===== config.mk =====
export PLATFORM = sky130hd
export DESIGN_NAME = mem_access_unit_flat
export DESIGN_NICKNAME = d
export VERILOG_FILES = /design/src/rtl/mem_access_unit_if.sv /design/src/rtl/mem_access_unit.sv /design/src/flat_wrapper.sv
export SDC_FILE = /design/constraint.sdc
export NUM_CORES = 1
export LEC_CHECK = 0
export ABC_AREA = 1
export CORE_UTILIZATION = 32
export CTS_CLUSTER_DIAMETER = 200
export CTS_CLUSTER_SIZE = 12
export DETAILED_ROUTE_END_ITERATION = 12
export PLACE_DENSITY = 0.64
export SLEW_MARGIN = 10
export SYNTH_ARGS = -nofsm -noshare
export SYNTH_HDL_FRONTEND = slang
export SYNTH_SLANG_ARGS = --single-unit

===== constraint.sdc =====
create_clock -name clk -period 4.3 [get_ports clk]
set_clock_uncertainty 0.1 [all_clocks]
set_input_delay 0.43 -clock clk [delete_from_list [all_inputs] [get_ports clk]]
set_output_delay 0.43 -clock clk [all_outputs]
set_load 0.005 [all_outputs]

===== src/rtl/mem_access_unit_if.sv =====
// rtl/mem_access_unit_if.sv - data bus bundle between the MEM-stage access unit and memory/peripheral targets
// Purpose: groups the req/ack data bus so the access unit and its targets share one port.
// Signals:
//   bus_req     request, held until ack or abort
//   bus_we      1 = store
//   bus_addr    word-aligned address
//   bus_byteen  store byte enables (0 on loads)
//   bus_wdata   store data replicated into lanes
//   bus_ack     target accepted / returned data this cycle
//   bus_rdata   read data, valid with bus_ack
// Modports: master (access unit), slave (memory/peripheral side).
interface mem_access_unit_if;
  logic        bus_req;
  logic        bus_we;
  logic [31:0] bus_addr;
  logic [3:0]  bus_byteen;
  logic [31:0] bus_wdata;
  logic        bus_ack;
  logic [31:0] bus_rdata;

  modport master (
    output bus_req, bus_we, bus_addr, bus_byteen, bus_wdata,
    input  bus_ack, bus_rdata
  );

  modport slave (
    input  bus_req, bus_we, bus_addr, bus_byteen, bus_wdata,
    output bus_ack, bus_rdata
  );
endinterface


===== src/rtl/mem_access_unit.sv =====
// rtl/mem_access_unit.sv - MEM-stage load/store engine with legality checks, bus handshake and timeout
// Purpose: decodes the memory op, rejects illegal addresses with AdEL/AdES, runs one
//   req/ack bus transaction per legal op while stalling the pipeline, extends load data
//   and reports a bus-error code when the target never answers.
// Ports:
//   clk, reset       clock, synchronous active-high reset
//   Req              exception/interrupt flush, kills any in-flight access
//   mem_valid        live instruction in MEM
//   mem_op           0 none,1 LW,2 LH,3 LHU,4 LB,5 LBU,6 SW,7 SH,8 SB
//   mem_addr         effective address; mem_ovf flags ALU overflow on it
//   mem_wdata        store data
//   bus              data bus (master modport)
//   mem_rdata        extended load result
//   mem_exc          0 none, 4 AdEL, 5 AdES, 7 DBE
//   mem_stall        pipeline freeze
module mem_access_unit #(
  parameter logic [31:0] DM_END   = 32'h0000_2FFF,
  parameter logic [31:0] TC0_BASE = 32'h0000_7F00,
  parameter logic [31:0] TC1_BASE = 32'h0000_7F10,
  parameter logic [31:0] IG_BASE  = 32'h0000_7F20,
  parameter int unsigned TIMEOUT  = 15
) (
  input  logic        clk,
  input  logic        reset,
  input  logic        Req,
  input  logic        mem_valid,
  input  logic [3:0]  mem_op,
  input  logic [31:0] mem_addr,
  input  logic        mem_ovf,
  input  logic [31:0] mem_wdata,
  mem_access_unit_if.master bus,
  output logic [31:0] mem_rdata,
  output logic [4:0]  mem_exc,
  output logic        mem_stall
);

  localparam logic [3:0] OP_LW  = 4'd1;
  localparam logic [3:0] OP_LH  = 4'd2;
  localparam logic [3:0] OP_LHU = 4'd3;
  localparam logic [3:0] OP_LB  = 4'd4;
  localparam logic [3:0] OP_LBU = 4'd5;
  localparam logic [3:0] OP_SW  = 4'd6;
  localparam logic [3:0] OP_SH  = 4'd7;
  localparam logic [3:0] OP_SB  = 4'd8;

  localparam logic [4:0] EXC_NONE = 5'd0;
  localparam logic [4:0] EXC_ADEL = 5'd4;
  localparam logic [4:0] EXC_ADES = 5'd5;
  localparam logic [4:0] EXC_DBE  = 5'd7;

  localparam logic [4:0] TIMEOUT_CNT = 5'(TIMEOUT);

  typedef enum logic [1:0] {IDLE, WAIT, DONE} state_t;
  state_t state, state_n;

  // Decode / legality of the op currently presented by the pipeline
  logic        is_word, is_half, is_load, is_store, live;
  logic        misaligned, in_dm, in_tc, in_ig, store_count, illegal;
  logic [4:0]  addr_exc;
  logic [3:0]  byteen_n;
  logic [31:0] wdata_n;

  // Registered transaction context
  logic        req_q, we_q;
  logic [31:0] addr_q, wdata_q;
  logic [3:0]  byteen_q;
  logic [3:0]  op_q;
  logic [1:0]  lane_q;
  logic [4:0]  cnt, cnt_inc;
  logic [4:0]  exc_q;

  // FSM-derived strobes
  logic        start, ack_hit, timeout_hit;

  logic [15:0] rd_half;
  logic [7:0]  rd_byte;
  logic [31:0] rd_ext;

  assign bus.bus_req    = req_q;
  assign bus.bus_we     = we_q;
  assign bus.bus_addr   = addr_q;
  assign bus.bus_byteen = byteen_q;
  assign bus.bus_wdata  = wdata_q;

  always_comb begin
    is_word  = (mem_op == OP_LW) || (mem_op == OP_SW);
    is_half  = (mem_op == OP_LH) || (mem_op == OP_LHU) || (mem_op == OP_SH);
    is_load  = (mem_op >= OP_LW) && (mem_op <= OP_LBU);
    is_store = (mem_op >= OP_SW) && (mem_op <= OP_SB);
    // A flush in the same cycle wins over starting a new access
    live     = mem_valid && (is_load || is_store) && !Req;

    misaligned  = is_word ? (mem_addr[1:0] != 2'b00) : (is_half && mem_addr[0]);
    in_dm       = (mem_addr <= DM_END);
    in_tc       = ((mem_addr >= TC0_BASE) && (mem_addr <= TC0_BASE + 32'd11)) ||
                  ((mem_addr >= TC1_BASE) && (mem_addr <= TC1_BASE + 32'd11));
    in_ig       = (mem_addr >= IG_BASE) && (mem_addr <= IG_BASE + 32'd3);
    // Timer COUNT register is read-only
    store_count = is_store && ((mem_addr == TC0_BASE + 32'd8) || (mem_addr == TC1_BASE + 32'd8));
    illegal     = misaligned || mem_ovf || !(in_dm || in_tc || in_ig) ||
                  ((in_tc || in_ig) && !is_word) || store_count;
    addr_exc    = is_store ? EXC_ADES : EXC_ADEL;

    byteen_n = 4'b0000;
    wdata_n  = mem_wdata;
    case (mem_op)
      OP_SW: byteen_n = 4'b1111;
      OP_SH: begin
        byteen_n = mem_addr[1] ? 4'b1100 : 4'b0011;
        wdata_n  = {2{mem_wdata[15:0]}};
      end
      OP_SB: begin
        byteen_n = 4'b0001 << mem_addr[1:0];
        wdata_n  = {4{mem_wdata[7:0]}};
      end
      default: ;
    endcase
  end

  // Lane selection uses the captured address bits; the pipeline inputs may move once DONE is reached
  always_comb begin
    rd_half = lane_q[1] ? bus.bus_rdata[31:16] : bus.bus_rdata[15:0];
    rd_byte = bus.bus_rdata[{lane_q, 3'b000} +: 8];
    case (op_q)
      OP_LH:   rd_ext = {{16{rd_half[15]}}, rd_half};
      OP_LHU:  rd_ext = {16'h0000, rd_half};
      OP_LB:   rd_ext = {{24{rd_byte[7]}}, rd_byte};
      OP_LBU:  rd_ext = {24'h000000, rd_byte};
      default: rd_ext = bus.bus_rdata;
    endcase
  end

  always_comb begin
    cnt_inc = (cnt == 5'h1F) ? cnt : cnt + 5'd1;
  end

  always_ff @(posedge clk) begin
    if (reset) state <= IDLE;
    else       state <= state_n;
  end

  always_comb begin
    state_n     = state;
    start       = 1'b0;
    ack_hit     = 1'b0;
    timeout_hit = 1'b0;
    mem_stall   = 1'b0;
    mem_exc     = exc_q;
    case (state)
      IDLE: begin
        mem_exc = EXC_NONE;
        if (live && illegal) begin
          mem_exc = addr_exc;
        end else if (live) begin
          start     = 1'b1;
          mem_stall = 1'b1;
          state_n   = WAIT;
        end
      end
      WAIT: begin
        mem_stall = 1'b1;
        if (bus.bus_ack) begin
          ack_hit = 1'b1;
          state_n = DONE;
        end else if (cnt_inc == TIMEOUT_CNT) begin
          timeout_hit = 1'b1;
          state_n     = DONE;
        end
      end
      DONE:    state_n = IDLE;
      default: state_n = IDLE;
    endcase
    if (Req) state_n = IDLE;
  end

  always_ff @(posedge clk) begin
    if (reset) begin
      req_q     <= 1'b0;
      we_q      <= 1'b0;
      addr_q    <= 32'd0;
      byteen_q  <= 4'd0;
      wdata_q   <= 32'd0;
      op_q      <= 4'd0;
      lane_q    <= 2'd0;
      cnt       <= 5'd0;
      exc_q     <= EXC_NONE;
      mem_rdata <= 32'd0;
    end else if (Req) begin
      // Flush: abandon the access; a same-cycle ack is dropped
      req_q <= 1'b0;
      cnt   <= 5'd0;
      exc_q <= EXC_NONE;
    end else begin
      if (start) begin
        req_q    <= 1'b1;
        we_q     <= is_store;
        addr_q   <= {mem_addr[31:2], 2'b00};
        byteen_q <= byteen_n;
        wdata_q  <= wdata_n;
        op_q     <= mem_op;
        lane_q   <= mem_addr[1:0];
        cnt      <= 5'd0;
        exc_q    <= EXC_NONE;
      end
      if (state == WAIT) cnt <= cnt_inc;
      if (ack_hit) begin
        req_q <= 1'b0;
        if (op_q <= OP_LBU) mem_rdata <= rd_ext;
      end
      if (timeout_hit) begin
        req_q <= 1'b0;
        exc_q <= EXC_DBE;
      end
    end
  end

endmodule


===== src/flat_wrapper.sv =====
// flat-port wrapper written by rule: the top's interface ports become plain ports
module mem_access_unit_flat 
#(
  parameter logic [31:0] DM_END   = 32'h0000_2FFF,
  parameter logic [31:0] TC0_BASE = 32'h0000_7F00,
  parameter logic [31:0] TC1_BASE = 32'h0000_7F10,
  parameter logic [31:0] IG_BASE  = 32'h0000_7F20,
  parameter int unsigned TIMEOUT  = 15
)
  (clk, reset, Req, mem_valid, mem_op, mem_addr, mem_ovf, mem_wdata, mem_rdata, mem_exc, mem_stall, bus_bus_req, bus_bus_we, bus_bus_addr, bus_bus_byteen, bus_bus_wdata, bus_bus_ack, bus_bus_rdata);
  mem_access_unit_if bus_i ();
  input  logic clk;
  input  logic reset;
  input  logic Req;
  input  logic mem_valid;
  input  logic [3:0] mem_op;
  input  logic [31:0] mem_addr;
  input  logic mem_ovf;
  input  logic [31:0] mem_wdata;
  output logic [31:0] mem_rdata;
  output logic [4:0] mem_exc;
  output logic mem_stall;
  output wire logic [$bits(bus_i.bus_req)-1:0] bus_bus_req;
  output wire logic [$bits(bus_i.bus_we)-1:0] bus_bus_we;
  output wire logic [$bits(bus_i.bus_addr)-1:0] bus_bus_addr;
  output wire logic [$bits(bus_i.bus_byteen)-1:0] bus_bus_byteen;
  output wire logic [$bits(bus_i.bus_wdata)-1:0] bus_bus_wdata;
  input wire logic [$bits(bus_i.bus_ack)-1:0] bus_bus_ack;
  input wire logic [$bits(bus_i.bus_rdata)-1:0] bus_bus_rdata;
  assign bus_bus_req = bus_i.bus_req;
  assign bus_bus_we = bus_i.bus_we;
  assign bus_bus_addr = bus_i.bus_addr;
  assign bus_bus_byteen = bus_i.bus_byteen;
  assign bus_bus_wdata = bus_i.bus_wdata;
  assign bus_i.bus_ack = bus_bus_ack;
  assign bus_i.bus_rdata = bus_bus_rdata;
  mem_access_unit #(.DM_END(DM_END), .TC0_BASE(TC0_BASE), .TC1_BASE(TC1_BASE), .IG_BASE(IG_BASE), .TIMEOUT(TIMEOUT)) u_core (.clk(clk), .reset(reset), .Req(Req), .mem_valid(mem_valid), .mem_op(mem_op), .mem_addr(mem_addr), .mem_ovf(mem_ovf), .mem_wdata(mem_wdata), .bus(bus_i), .mem_rdata(mem_rdata), .mem_exc(mem_exc), .mem_stall(mem_stall));
endmodule

* Word-level counts from Yosys, hierarchy flattened *
Index checks and enable logic that the tools add are counted.

operators by class
  add/sub/neg operators = 1
  magnitude comparators = 12
  eq/ne operators = 18
  shifts and indexed selects = 2
  muxes and demuxes = 28
  bitwise gates (word level) = 1
  reduce and logical (&&, ||, !) cells = 36

operators by type and width
  kind                  number
  $pmux 32 s4           1
  $ge 32x15->1 const B  3
  $le 32x15->1 const B  3
  $eq 32x15->1 const B  2
  $pmux 32 s2           1
  $le 32x14->1 const B  1
  $shiftx 32x6->8       1
  $mux 5                5
  $eq 4x2->1 const B    4
  $eq 4x3->1 const B    4
  $mux 16               1
  $logic_or 1x1->1      13
  $pmux 4 s3            1
  $logic_and 1x1->1     11
  $mux 1                10
  $le 4x3->1 const B    2
  $mux 2                4
  $mux 3                2
  $reduce_and 3->1      2
  $reduce_bool 2->1     3
  $add 5x1->5 const B   1
  $eq 5x4->1 const B    1
  $eq 5x5->1 const B    1
  $eq 4x1->1 const B    1
  other kinds (18)      20

storage, ports and cells
  bits in registers = 116
  bits of input ports = 106
  output and inout port bits = 108
  word-level logic and storage cells = 109

* Logic depth before layout (Yosys ltp) *
  depth after elaboration = 14
  mapped depth = 13
  depth with buffers taken out = 12

* Worst setup path before layout *
No wires, ideal clock.

  path kind = input port to output port
  start = input port mem_addr[2]
  end = output port mem_stall
  arrival time = 1.370 ns
  path slack = 2.400 ns
  stages = 7
  cells stage by stage = o21ai_0 > nand2_1 > a21oi_1 > nand3_2 > nand4_2 > buf_4 > nand2_1

between the ends
  longest elaborated chain between the ends = 12
  elaborated cells on any way between the ends = 26
  those cells by class = order compare: 7; eq/ne: 2; mux: 2; reduce/logical: 15

ends and longest elaborated chain
  element                                     RTL line                                      source
  from (decl)                                 flat_wrapper.sv:17                            input logic [31:0] mem_addr;
  $ge 32x15->1, or another cell as far along  mem_access_unit.sv:95                         in_tc = ((mem_addr >= TC0_BASE) && (mem_addr <= TC0_BASE + 32'd11)) ||
  $logic_and 1x1->1 (on tied branches)        mem_access_unit.sv:95, mem_access_unit.sv:96
  $logic_or 1x1->1                            mem_access_unit.sv:95
  $logic_or 1x1->1 (2 in series)              mem_access_unit.sv:100                        illegal = misaligned || mem_ovf || !(in_dm || in_tc || in_ig) ||
  $logic_not 1->1                             mem_access_unit.sv:100
  $logic_or 1x1->1 (2 in series)              mem_access_unit.sv:100
  $logic_or 1x1->1 *                          mem_access_unit.sv:101                        ((in_tc || in_ig) && !is_word) || store_count;
  $logic_and 1x1->1 *                         mem_access_unit.sv:152                        if (live && illegal) begin
  $mux 1 *                                    mem_access_unit.sv:152
  $pmux 1 s2 *                                mem_access_unit.sv:149                        case (state)
  to (decl)                                   flat_wrapper.sv:22                            output logic mem_stall;

Every way passes the cells marked *; elsewhere a longest branch is shown, timed or not.

* Final worst setup path *
  start = input port mem_addr[0]
  end = output port mem_exc[0]

between the ends
  longest elaborated chain between the ends = 12
  elaborated cells on any way between the ends = 30
  those cells by class = order compare: 7; eq/ne: 2; mux: 3; reduce/logical: 18

ends and longest elaborated chain
  element                                     RTL line                                      source
  $ge 32x15->1, or another cell as far along  mem_access_unit.sv:95
  $logic_and 1x1->1 (on tied branches)        mem_access_unit.sv:95, mem_access_unit.sv:96
  $logic_or 1x1->1                            mem_access_unit.sv:95
  $logic_or 1x1->1 (2 in series)              mem_access_unit.sv:100
  $logic_not 1->1                             mem_access_unit.sv:100
  $logic_or 1x1->1 (2 in series)              mem_access_unit.sv:100
  $logic_or 1x1->1 *                          mem_access_unit.sv:101
  $logic_and 1x1->1 *                         mem_access_unit.sv:152
  $mux 5 *                                    mem_access_unit.sv:152
  $mux 5 *                                    mem_access_unit.sv:149
  to (decl)                                   flat_wrapper.sv:21                            output logic [4:0] mem_exc;

Marked as above.

==> metrics <==
Post-CTS Setup Inserts=0; Fmax=308 MHz; outcome=complete, no violations; Leak=0.00423 µW; first-pass detailed-route iteration total=5; post-route DRC violation count=0; Slew headroom=32.3%; Hold WC Path Type=flop to flop; multi-input combinational cell area=2740 µm²; vias in the first global route=5469; Hold Startpoint=u_core.bus.bus_addr[20]; initial core utilization=32.6%; Cell variety after synth=36; Mapped Area=5850 µm²; setup total negative slack=0 ps; CTS HTree Levels=4; die height=137 µm; I/O pins=214; post-synth top area share=39.0%; average routed wire per standard cell=12.8 µm; Core Region=18000 µm²; Reg2Reg Launch Point=u_core.op_q[2]; clock slew at reported path FFs=60 ps; Worst-Margin Slew=1010 ps; Nets=1240; Routed Antenna Nets=0; pre-CTS setup slack=1130 ps; DR vias=6146; min Tclk post-route=3250 ps; GRT Residual Overflow=0; Avg Cell Area, Syn=6.22 µm²; Gate Count Post-Synth=941; Ant. Diodes=0; synth warn=0; routability-driven placement congestion ratio=0.835; Final HPWL DP=12.6 mm; count of pins over their slew limit=0; type of element capturing the critical path=output port; Crit Path Category=input pin to output port; largest net degree at the start of global routing=131; storage element area=2280 µm²; part of the power in registers=38.7%; global-route wire length before repair=27.2 mm; vias per cell=4.47; deepest clock path buffer count=2; TritonCTS clock tree=built; clock share of power=53.7%; Die W=137 µm; filler instances=1813; share of cells above drive strength 1=5.41%; initial detailed-routing violation count=368; Startpoint Class=input pin; sw power=629 µW; crit path DAT=2720 ps; top cells by area, synth=dfxtp_1 (39%), nand2_1 (14%), nor2_1 (13%), inv_1 (10%), o21ai_0 (4.4%); Num Clock Sinks=114; PostCTS Resize Cnt=0; switch share=23.0%; crit-path max FO=6; unrepaired setup endpoints after global routing=no; CTS Buf Count=17; initial antenna violation count=0; Req. time, crit path=3770 ps; total global-route track usage=18.6%; Layout area overhead=48.4%; die footprint=18800 µm²; Final WS setup=1050 ps; max-cap violation count=0; Yosys top cell by area=dfxtp_1; #FFs+latches synth=114; pwr dens=315 nW/µm²; Worst VDD drop=261 µV; beginning of the critical path=mem_addr[0]; CTS Hold Bufs=0; final number of setup-violating endpoints=0; period utilisation layout=75.6%; root buffer cell=clkbuf_16; Port Buffers=209; Skew-Pair Late Insertion Delay=410 ps; register area share after synthesis=39.0%; WL final=17.6 mm; final-report hold violation count=0; Combinational Power Share=7.7%; Int Power=2100 µW; Cell Rows=49
==> sequential cells by signal, summed over array words and instances (netlist names), 2 cells and up <==
signal	count
u_core.bus.bus_wdata	32
u_core.bus.bus_byteen	4
u_core.cnt	5
u_core.lane_q	2
u_core.mem_rdata	32
u_core.op_q	4
u_core.bus.bus_addr	30
u_core.state	2
==> critical path, cell delays in order <==
cell and delay (ps):
clkdlybuf4s50_1 620, nand2_1 140, nand3_1 100, nand2_1 50
nor2_1 190, a21boi_0 130, nor2_1 270, nand2_1 100
nand2_1 130, o21ai_0 90, clkdlybuf4s50_1 450
==> power groups by stage <==
stage	clock network, µW	registers, µW	logic, µW
2_1_floorplan	0	1080	79.3
3_3_place_gp	0	1080	208
3_5_place_dp	0	1080	210
4_1_cts	1500	1060	211
5_1_grt	1550	1060	232
6_report	1470	1060	210
==> cells in the final DEF (no fill, tap or decap), drive strengths merged, types with 9 or more instances in the layout <==
master	instances
nor2	209
dfxtp	114
o21ai	62
a21oi	31
clkdlybuf4s50	209
nand3	40
nand2	224
inv	168
clkbuf	18
o211ai	9
==> path summary, 6_finish.rpt <==
check	endpoint	slack, ps	cells past startpoint
max	mem_exc[0]	1050	11
min	u_core.bus.bus_addr[20]	350	2
max reg2reg	u_core.mem_rdata[15]	1740	7
min reg2reg	u_core.bus.bus_addr[20]	350	2
==> metal layers <==
metal,track usage [%],up-vias,wire [µm]
met1,23.2,2692,7800
met4,6.04,0,315
met5,0,-,0
met3,5.89,27,1240
met2,30.3,184,8200
li1,-,3243,-
==> layout make-up <==
type	count	area share, %
timing repair buffer	214	24.7
sequential	114	26.3
clock inverter	14	2.04
inverter	166	7.17
clock buffer	18	5.05
multi-input combinational	620	31.5
tap	229	3.30
==> metrics by stage <==
| step | power (µW) | instance area, µm² | utilization [%] | hold slack [ps] | instances |
|---|---|---|---|---|---|
| final | 2730 | 8690 | 48.4 | 352 | 1375 |
| after global routing | 2840 | 8690 | 48.4 | 374 | 1375 |
| after CTS | 2770 | 8690 | 48.4 | 353 | 1375 |
| after detailed placement | 1290 | 8070 | 44.9 | 342 | 1343 |
| after global placement | 1290 | 8070 | 44.9 | 343 | 1343 |
| after floorplan | 1160 | 5870 | - | 337 | 944 |
==> synth_stat cells (all sizes together) <==
cell,n
o211ai,9
clkinv,1
a21boi,1
mux2,8
o21bai,1
a31oi,8
o21ai,62
buf,25
dfxtp,114
conb,1
nand2,224
a21oi,31
nand3,40
xor2,1
nor3,3
nor2,209
o22ai,7
a41oi,1
xnor2,1
clkbuf,19
ha,1
nand4,7
inv,165
o31ai,2
==> logic make-up (layout without fill, tap and decap cells) <==
| family | count (synthesis) | after routing | share of synthesized area, % |
|---|---|---|---|
| and+or+nand+nor | 483 | 483 | 32.8 |
| buffers and inverters | 210 | 412 | 14.6 |
| AOI/OAI and AO/OA | 122 | 122 | 11.5 |
| DFF | 114 | 114 | 39.0 |
| muxes | 8 | 8 | 1.54 |
| xor gates and xnor gates | 2 | 2 | 0.299 |
| adders and majority gates | 1 | 1 | 0.214 |
| other | 1 | 4 | 0.0641 |
Power figures use the tool's default switching activity.
